$ cat config.mk
export PLATFORM = sky130hd
export DESIGN_NAME = data_sram_like_bridge_flat
export DESIGN_NICKNAME = d
export VERILOG_FILES = /design/src/rtl/data_sram_like_bridge_if.sv /design/src/rtl/data_sram_like_bridge.sv /design/src/flat_wrapper.sv
export SDC_FILE = /design/constraint.sdc
export NUM_CORES = 1
export LEC_CHECK = 0
export CORE_UTILIZATION = 43
export CTS_CLUSTER_DIAMETER = 60
export DETAILED_ROUTE_END_ITERATION = 8
export PLACE_DENSITY_LB_ADDON = 0.15
export SYNTH_ARGS = -nofsm -noshare
export SYNTH_HDL_FRONTEND = slang
export SYNTH_SLANG_ARGS = --single-unit
$ cat constraint.sdc
create_clock -name clk -period 3.4 [get_ports clk]
set_input_delay 0.51 -clock clk [delete_from_list [all_inputs] [get_ports clk]]
set_output_delay 0.51 -clock clk [all_outputs]
set_load 0.005 [all_outputs]
$ cat src/rtl/data_sram_like_bridge_if.sv
// Split-transaction sram-like data bus: request phase (req/addr_ok) and response phase (data_ok).
interface data_sram_like_bridge_if;
    logic        data_req;
    logic        data_wr;
    logic [1:0]  data_size;
    logic [31:0] data_addr;
    logic [31:0] data_wdata;
    logic        data_addr_ok;
    logic        data_data_ok;
    logic [31:0] data_rdata;

    modport master (
        output data_req, data_wr, data_size, data_addr, data_wdata,
        input  data_addr_ok, data_data_ok, data_rdata
    );

    modport slave (
        input  data_req, data_wr, data_size, data_addr, data_wdata,
        output data_addr_ok, data_data_ok, data_rdata
    );
endinterface

$ cat src/rtl/data_sram_like_bridge.sv
// Bridges single-cycle M-stage data_sram strobes onto the split-transaction sram-like bus,
// stalling the pipeline while a transfer is in flight and holding the read word until advance.
module data_sram_like_bridge #(
    parameter bit MAP_KSEG = 1'b1
) (
    input  logic                            clk,
    input  logic                            resetn,
    input  logic                            data_sram_en,
    input  logic [3:0]                      data_sram_wen,
    input  logic [31:0]                     data_sram_addr,
    input  logic [31:0]                     data_sram_wdata,
    output logic [31:0]                     data_sram_rdata,
    input  logic                            flush,
    input  logic                            advance,
    output logic                            mem_stall,
    data_sram_like_bridge_if.master         bus
);

    localparam logic [2:0] S_IDLE  = 3'd0;
    localparam logic [2:0] S_ADDR  = 3'd1;
    localparam logic [2:0] S_DATA  = 3'd2;
    localparam logic [2:0] S_DRAIN = 3'd3;
    localparam logic [2:0] S_DONE  = 3'd4;

    logic [2:0]  state;
    logic [2:0]  state_next;

    logic        req_q;
    logic        wr_q;
    logic [1:0]  size_q;
    logic [31:0] addr_q;
    logic [31:0] wdata_q;
    logic [31:0] rdata_q;

    logic [29:0] pa_word;
    logic [1:0]  req_low;
    logic [1:0]  req_size;
    logic        start;

    assign start = (state == S_IDLE) && data_sram_en && !flush;

    // Physical word address plus size/low-bit encoding derived from the byte strobes.
    always_comb begin
        pa_word  = data_sram_addr[31:2];
        req_low  = 2'b00;
        req_size = 2'd2;
        if (MAP_KSEG && (data_sram_addr[31:30] == 2'b10)) begin
            pa_word = {3'b000, data_sram_addr[28:2]};
        end
        if (|data_sram_wen) begin
            case (data_sram_wen)
                4'b0011: req_size = 2'd1;
                4'b1100: begin req_size = 2'd1; req_low = 2'b10; end
                4'b0001: req_size = 2'd0;
                4'b0010: begin req_size = 2'd0; req_low = 2'b01; end
                4'b0100: begin req_size = 2'd0; req_low = 2'b10; end
                4'b1000: begin req_size = 2'd0; req_low = 2'b11; end
                default: req_size = 2'd2;
            endcase
        end
    end

    always_ff @(posedge clk) begin
        if (!resetn) state <= S_IDLE;
        else         state <= state_next;
    end

    always_comb begin
        state_next = state;
        case (state)
            S_IDLE:  if (start) state_next = S_ADDR;
            S_ADDR: begin
                if (bus.data_addr_ok) state_next = flush ? S_DRAIN : S_DATA;
                else if (flush)       state_next = S_IDLE;
            end
            S_DATA: begin
                if (flush)                 state_next = bus.data_data_ok ? S_IDLE : S_DRAIN;
                else if (bus.data_data_ok) state_next = S_DONE;
            end
            S_DRAIN: if (bus.data_data_ok) state_next = S_IDLE;
            S_DONE:  if (advance || flush) state_next = S_IDLE;
            default: state_next = S_IDLE;
        endcase
    end

    // Request fields are frozen from IDLE until the next access; only reads update the held word.
    always_ff @(posedge clk) begin
        if (!resetn) begin
            req_q   <= 1'b0;
            wr_q    <= 1'b0;
            size_q  <= 2'd0;
            addr_q  <= 32'd0;
            wdata_q <= 32'd0;
            rdata_q <= 32'd0;
        end else begin
            req_q <= (state_next == S_ADDR);
            if (start) begin
                wr_q    <= |data_sram_wen;
                size_q  <= req_size;
                addr_q  <= {pa_word, req_low};
                wdata_q <= data_sram_wdata;
            end
            if ((state == S_DATA) && bus.data_data_ok && !flush && !wr_q) begin
                rdata_q <= bus.data_rdata;
            end
        end
    end

    assign mem_stall = resetn && (start || (state == S_ADDR) || (state == S_DATA) ||
                                  (state == S_DRAIN));

    assign bus.data_req     = req_q;
    assign bus.data_wr      = wr_q;
    assign bus.data_size    = size_q;
    assign bus.data_addr    = addr_q;
    assign bus.data_wdata   = wdata_q;
    assign data_sram_rdata  = rdata_q;

endmodule
$ cat src/flat_wrapper.sv
// flat-port wrapper written by rule: the top's interface ports become plain ports
module data_sram_like_bridge_flat 
#(
    parameter bit MAP_KSEG = 1'b1
)
  (clk, resetn, data_sram_en, data_sram_wen, data_sram_addr, data_sram_wdata, data_sram_rdata, flush, advance, mem_stall, bus_data_req, bus_data_wr, bus_data_size, bus_data_addr, bus_data_wdata, bus_data_addr_ok, bus_data_data_ok, bus_data_rdata);
  data_sram_like_bridge_if bus_i ();
  input  logic clk;
  input  logic resetn;
  input  logic data_sram_en;
  input  logic [3:0] data_sram_wen;
  input  logic [31:0] data_sram_addr;
  input  logic [31:0] data_sram_wdata;
  output logic [31:0] data_sram_rdata;
  input  logic flush;
  input  logic advance;
  output logic mem_stall;
  output wire logic [$bits(bus_i.data_req)-1:0] bus_data_req;
  output wire logic [$bits(bus_i.data_wr)-1:0] bus_data_wr;
  output wire logic [$bits(bus_i.data_size)-1:0] bus_data_size;
  output wire logic [$bits(bus_i.data_addr)-1:0] bus_data_addr;
  output wire logic [$bits(bus_i.data_wdata)-1:0] bus_data_wdata;
  input wire logic [$bits(bus_i.data_addr_ok)-1:0] bus_data_addr_ok;
  input wire logic [$bits(bus_i.data_data_ok)-1:0] bus_data_data_ok;
  input wire logic [$bits(bus_i.data_rdata)-1:0] bus_data_rdata;
  assign bus_data_req = bus_i.data_req;
  assign bus_data_wr = bus_i.data_wr;
  assign bus_data_size = bus_i.data_size;
  assign bus_data_addr = bus_i.data_addr;
  assign bus_data_wdata = bus_i.data_wdata;
  assign bus_i.data_addr_ok = bus_data_addr_ok;
  assign bus_i.data_data_ok = bus_data_data_ok;
  assign bus_i.data_rdata = bus_data_rdata;
  data_sram_like_bridge #(.MAP_KSEG(MAP_KSEG)) u_core (.clk(clk), .resetn(resetn), .data_sram_en(data_sram_en), .data_sram_wen(data_sram_wen), .data_sram_addr(data_sram_addr), .data_sram_wdata(data_sram_wdata), .data_sram_rdata(data_sram_rdata), .flush(flush), .advance(advance), .mem_stall(mem_stall), .bus(bus_i));
endmodule
### Word-level counts from Yosys, hierarchy flattened

Index checks and enable logic that the tools add are counted.

* eq/ne operators: 12
* multiplexer cells: 15
* reductions and logical operators: 17

Operators by type and width (count)
* 30-bit two-way mux: 1
* 3-bit two-way mux: 7
* 3-bit case mux with 5 select lines: 1
* 4-bit by 2-bit == test with 1-bit output (second input constant): 2
* 4-bit == test (second input constant): 2
* 4-bit OR reduction: 2
* 3-bit by 1-bit == test with 1-bit output (second input constant): 2
* 3-bit by 2-bit == test with 1-bit output (second input constant): 2
* 1-bit logical AND: 6
* 2-bit two-way mux: 3
* 2-bit case mux with 3 select lines: 1
* 4-bit by 1-bit == test with 1-bit output (second input constant): 1
* 4-bit by 3-bit == test with 1-bit output (second input constant): 1
* 1-bit logical OR: 4
* 2-bit case mux with 2 select lines: 1
* 2-bit OR reduction: 2
* 3-bit == test (second input constant): 1
* 3-bit logical NOT: 1
* 2-bit == test (second input constant): 1
* 1-bit logical NOT: 2
* 1-bit two-way mux: 1

* bits in registers: 103
* input port bits: 107
* output and inout bits: 101
* logic and storage cells: 51

### Logic depth before layout (Yosys ltp)

* depth after elaboration: 7
* mapped depth: 7
* gate-level depth less buffers: 3

### Worst setup path after synthesis

No wires, ideal clock.

* kind: in2reg
* from: in flush
* to: reg u_core.addr_q[26] (netlist: u_core.bus.data_addr[26])
* setup time: 0.132 ns
* data arrival time: 1.389 ns
* data required time: 3.268 ns
* setup slack: 1.879 ns
* stages: 6
* buffers on the path: 3
* path through: or3_1 > buf_6 > buf_6 > buf_6 > o21ai_1 > a21oi_1

* longest elaborated chain between the ends: 2

RTL lines
* from (decl): RTL line flat_wrapper.sv:15 `input logic flush;`
* 1-bit logical NOT: RTL line data_sram_like_bridge.sv:40 `assign start = (state == S_IDLE) && data_sram_en && !flush;`
* 1-bit logical AND: RTL line data_sram_like_bridge.sv:40
* to (signal assigned): RTL line data_sram_like_bridge.sv:100 `addr_q <= {pa_word, req_low};`
* to (decl): RTL line data_sram_like_bridge.sv:31 `logic [31:0] addr_q;`

Every way passes these cells.
A chain may end at the register's enable or synchronous reset.

### Final worst setup path

* from: in flush
* to: out mem_stall

* longest elaborated chain between the ends: 6

RTL lines
* 1-bit logical NOT: RTL line data_sram_like_bridge.sv:40
* 1-bit logical AND: RTL line data_sram_like_bridge.sv:40
* 1-bit logical OR (3 in a row): RTL line data_sram_like_bridge.sv:109 `assign mem_stall = resetn && (start || (state == S_ADDR) || (state == S_DATA) ||`
* 1-bit logical AND: RTL line data_sram_like_bridge.sv:109
* to (decl): RTL line flat_wrapper.sv:17 `output logic mem_stall;`

Every way passes these cells.

==> summary.txt <==
STA
  – RSZ-0062 raised after global routing: no
  – Actual slew at the worst max-slew pin: 0.711 ns
  – Final min period: 2.39 ns
  – Min setup slack post-route: 1.01 ns
  – Slew Viols, Final: 0
  – Worst relative slew slack: 52.6%
  – Fin crit share: 70.4%
  – Endpoints failing hold: 0
  – FMAX: 418 MHz
  – Setup Skew: 0.0134 ns
  – # setup viols final: 0
  – Setup TNS: 0 ns

Place
  – GPL Wtd Cong: 0.754
  – DP HPWL: 7.82 mm
  – Pre-CTS setup slack: 1.02 ns
  – Buffers on Ports: 205

Setup path
  – Critical setup path kind: primary input to output pin
  – Worst reg2reg setup slack: 1.65 ns
  – Critical Path Fanout Max: 7
  – Critical Path, Cell by Cell: clkdlybuf4s50_1, nand2b_1, a21oi_1, clkdlybuf4s50_1
  – Slowest CP cell: clkdlybuf4s50_1
  – CP required: 2.89 ns
  – Startpoint type of the worst setup path: primary input
  – Crit path DAT: 1.88 ns
  – CP dominant cell by count: clkdlybuf4s50_1
  – Worst path top cell family by delay: buffers and inverters
  – CP endpoint kind: output pin
  – CP max stage delay: 0.54 ns
  – Worst path bufs/invs: 2

Final layout
  – Synthesis-to-layout area growth: 55.2%
  – Util after Layout: 68.6%
  – Layout cell share with drive strength beyond 1: 4.55%
  – Diode count: 0
  – Final Net Count: 763

Synthesis
  – Register area share after synthesis: 50.7%
  – Top FF cell, synth: dfxtp_1
  – Warnings from Yosys: 0
  – Post-synth ARST share: 0%
  – Count leader, synth: dfxtp_1
  – Area share of the largest cell type after synthesis: 50.7%
  – Post-synth EDFFs: 0
  – Area contributors post-synth: dfxtp_1 51%, a21oi_1 12%, nand3_1 11%
  – Register bit total from synthesis: 103
  – Synth Cell Area: 4070 um2
  – Synth cell types: 36
  – Average size of a mapped cell: 8.33 um2
  – Post-Syn Nets: 595
  – Top cells by count, synth: 103 x dfxtp_1, 101 x a21oi_1, 92 x nand3_1
  – Post-synthesis cell count: 488
  – Cell taking the most area after synthesis: dfxtp_1

Clocking
  – CTS Buffer Depth: 2
  – Postcts setup bufs: 0
  – Cts bufs inserted: 9
  – Worst-path clk slew: 0.10 ns
  – Root Driver: clkbuf_8
  – CTS tree: done
  – Post-CTS Resized: 0
  – Clock latency on the worst-skew pair: 0.35 ns
  – Htree depth: 3
  – CTS sink count: 103
  – Hold_buf cts: 0

Floorplan
  – Initial Utilization: 44.2%
  – Std-Cell Rows: 35
  – Die W: 99.2 um
  – Die Height: 99.2 um
  – Placeable Area: 9200 um2
  – Die area: 9850 um2
  – I/O Pins: 208

Global routing
  – Vias in the first global route: 3900
  – Initial antenna violation count: 0
  – Largest net degree at the start of global routing: 102
  – Total GRT Usage: 24.4%
  – Total gr overflow: 0
  – Global-route wire length before repair: 19.4 mm

Worst hold path
  – Hold Crit Class: flip-flop to flip-flop

Power
  – Worst vdd ir: 245 uV
  – PD cells: 407 nW/um2
  – Leak Pwr: 0.00209 uW

Routing
  – Post-Route WL: 12.2 mm
  – DRT Pass-1 Iters: 5
  – DRC Markers: 0
  – Post-DR wirelength/cell: 15.9 um
  – Via count: 4230
  – Routed Antenna Nets: 0
  – First DRT Iteration DRCs: 231
  – Vias per inst: 5.49

Status
  – Status: finished clean

Flow run
  – Max_cap viols: 0
state kept, by name, indices dropped and copies added (netlist names):
name,flops
u_core.bus.data_req,1
u_core.data_sram_rdata,32
u_core.bus.data_size,2
u_core.bus.data_addr,32
u_core.bus.data_wr,1
u_core.state,3
u_core.bus.data_wdata,32
path summary, 6_finish.rpt:
kind | end | from | cells after the start
setup / recovery | mem_stall | flush | 4
hold / removal | u_core.bus.data_wdata[6] | u_core.bus.data_wdata[6] | 2
setup reg to reg | u_core.bus.data_addr[4] | u_core.state[1] | 4
hold reg to reg | u_core.bus.data_wdata[6] | u_core.bus.data_wdata[6] | 2
power by group:
part | leakage [uW] | switching (uW) | internal, uW
Combinational | 0.00114 | 194 | 231
Sequential | 0.000837 | 23.5 | 1250
Clock | 0.000116 | 411 | 456
Total | 0.00209 | 628 | 1940
metal layers:
layer  wire [um]  up-vias  share of wire [%]  track usage (%)
met5           0        -                  0                0
met1        4970     1936                 41             31.5
met4         289        0                2.4             9.73
met3        1120       22                9.1             6.47
met2        5850      183                 48             38.8
li1            -     2089                  -                -
placed cells by master, fill, tap and decap left out, types with 2 or more instances in the layout:
master	instances
nand4_1	2
nor2b_1	2
a21oi_1	101
nor2_1	3
o21ai_2	2
o21ai_0	68
nand3_1	92
nand2b_1	2
o2111ai_1	2
bufinv_16	2
o21ai_1	28
a211oi_1	2
dfxtp_1	103
clkbuf_8	11
buf_12	2
a311oi_1	2
clkdlybuf4s50_1	205
nand3b_1	2
buf_4	6
cell families (layout without fill, tap and decap cells):
family | Yosys count | count (layout) | share of synthesized area [%]
AOI/OAI and AO/OA | 209 | 209 | 26.6
and+or+nand+nor | 115 | 115 | 15.0
DFF | 103 | 103 | 50.7
buffers and inverters | 58 | 230 | 7.02
xor gates and xnor gates | 2 | 2 | 0.431
muxes | 1 | 1 | 0.246
cell type report:
class                           instances  area [um2]
Sequential cell                       103        2060
Fill cell                             754        2890
Clock buffer                           11         151
Tap cell                              111         139
Multi-Input combinational cell        327        1740
Timing Repair Buffer                  213        2140
Inverter                                2        7.51
Clock inverter                          4        77.6
worst reg2reg max path, stage by stage, from the launching register on:
cell	delay [ns]
dfxtp_1	0.58
nand2b_2	0.20
buf_4	0.51
o21ai_0	0.20
a21oi_1	0.18
through the flow:
| stage | area [um2] | hold slack, ns | cells | power (uW) |
|---|---|---|---|---|
| floorplan | 4070 | 0.460 | 488 | 1480 |
| global placement | 6080 | 0.449 | 756 | 1720 |
| detailed placement | 6080 | 0.460 | 756 | 1730 |
| CTS | 6310 | 0.474 | 771 | 2590 |
| global route | 6310 | 0.498 | 771 | 2690 |
| finish | 6310 | 0.472 | 771 | 2570 |
(Power assumes the default switching activity.)
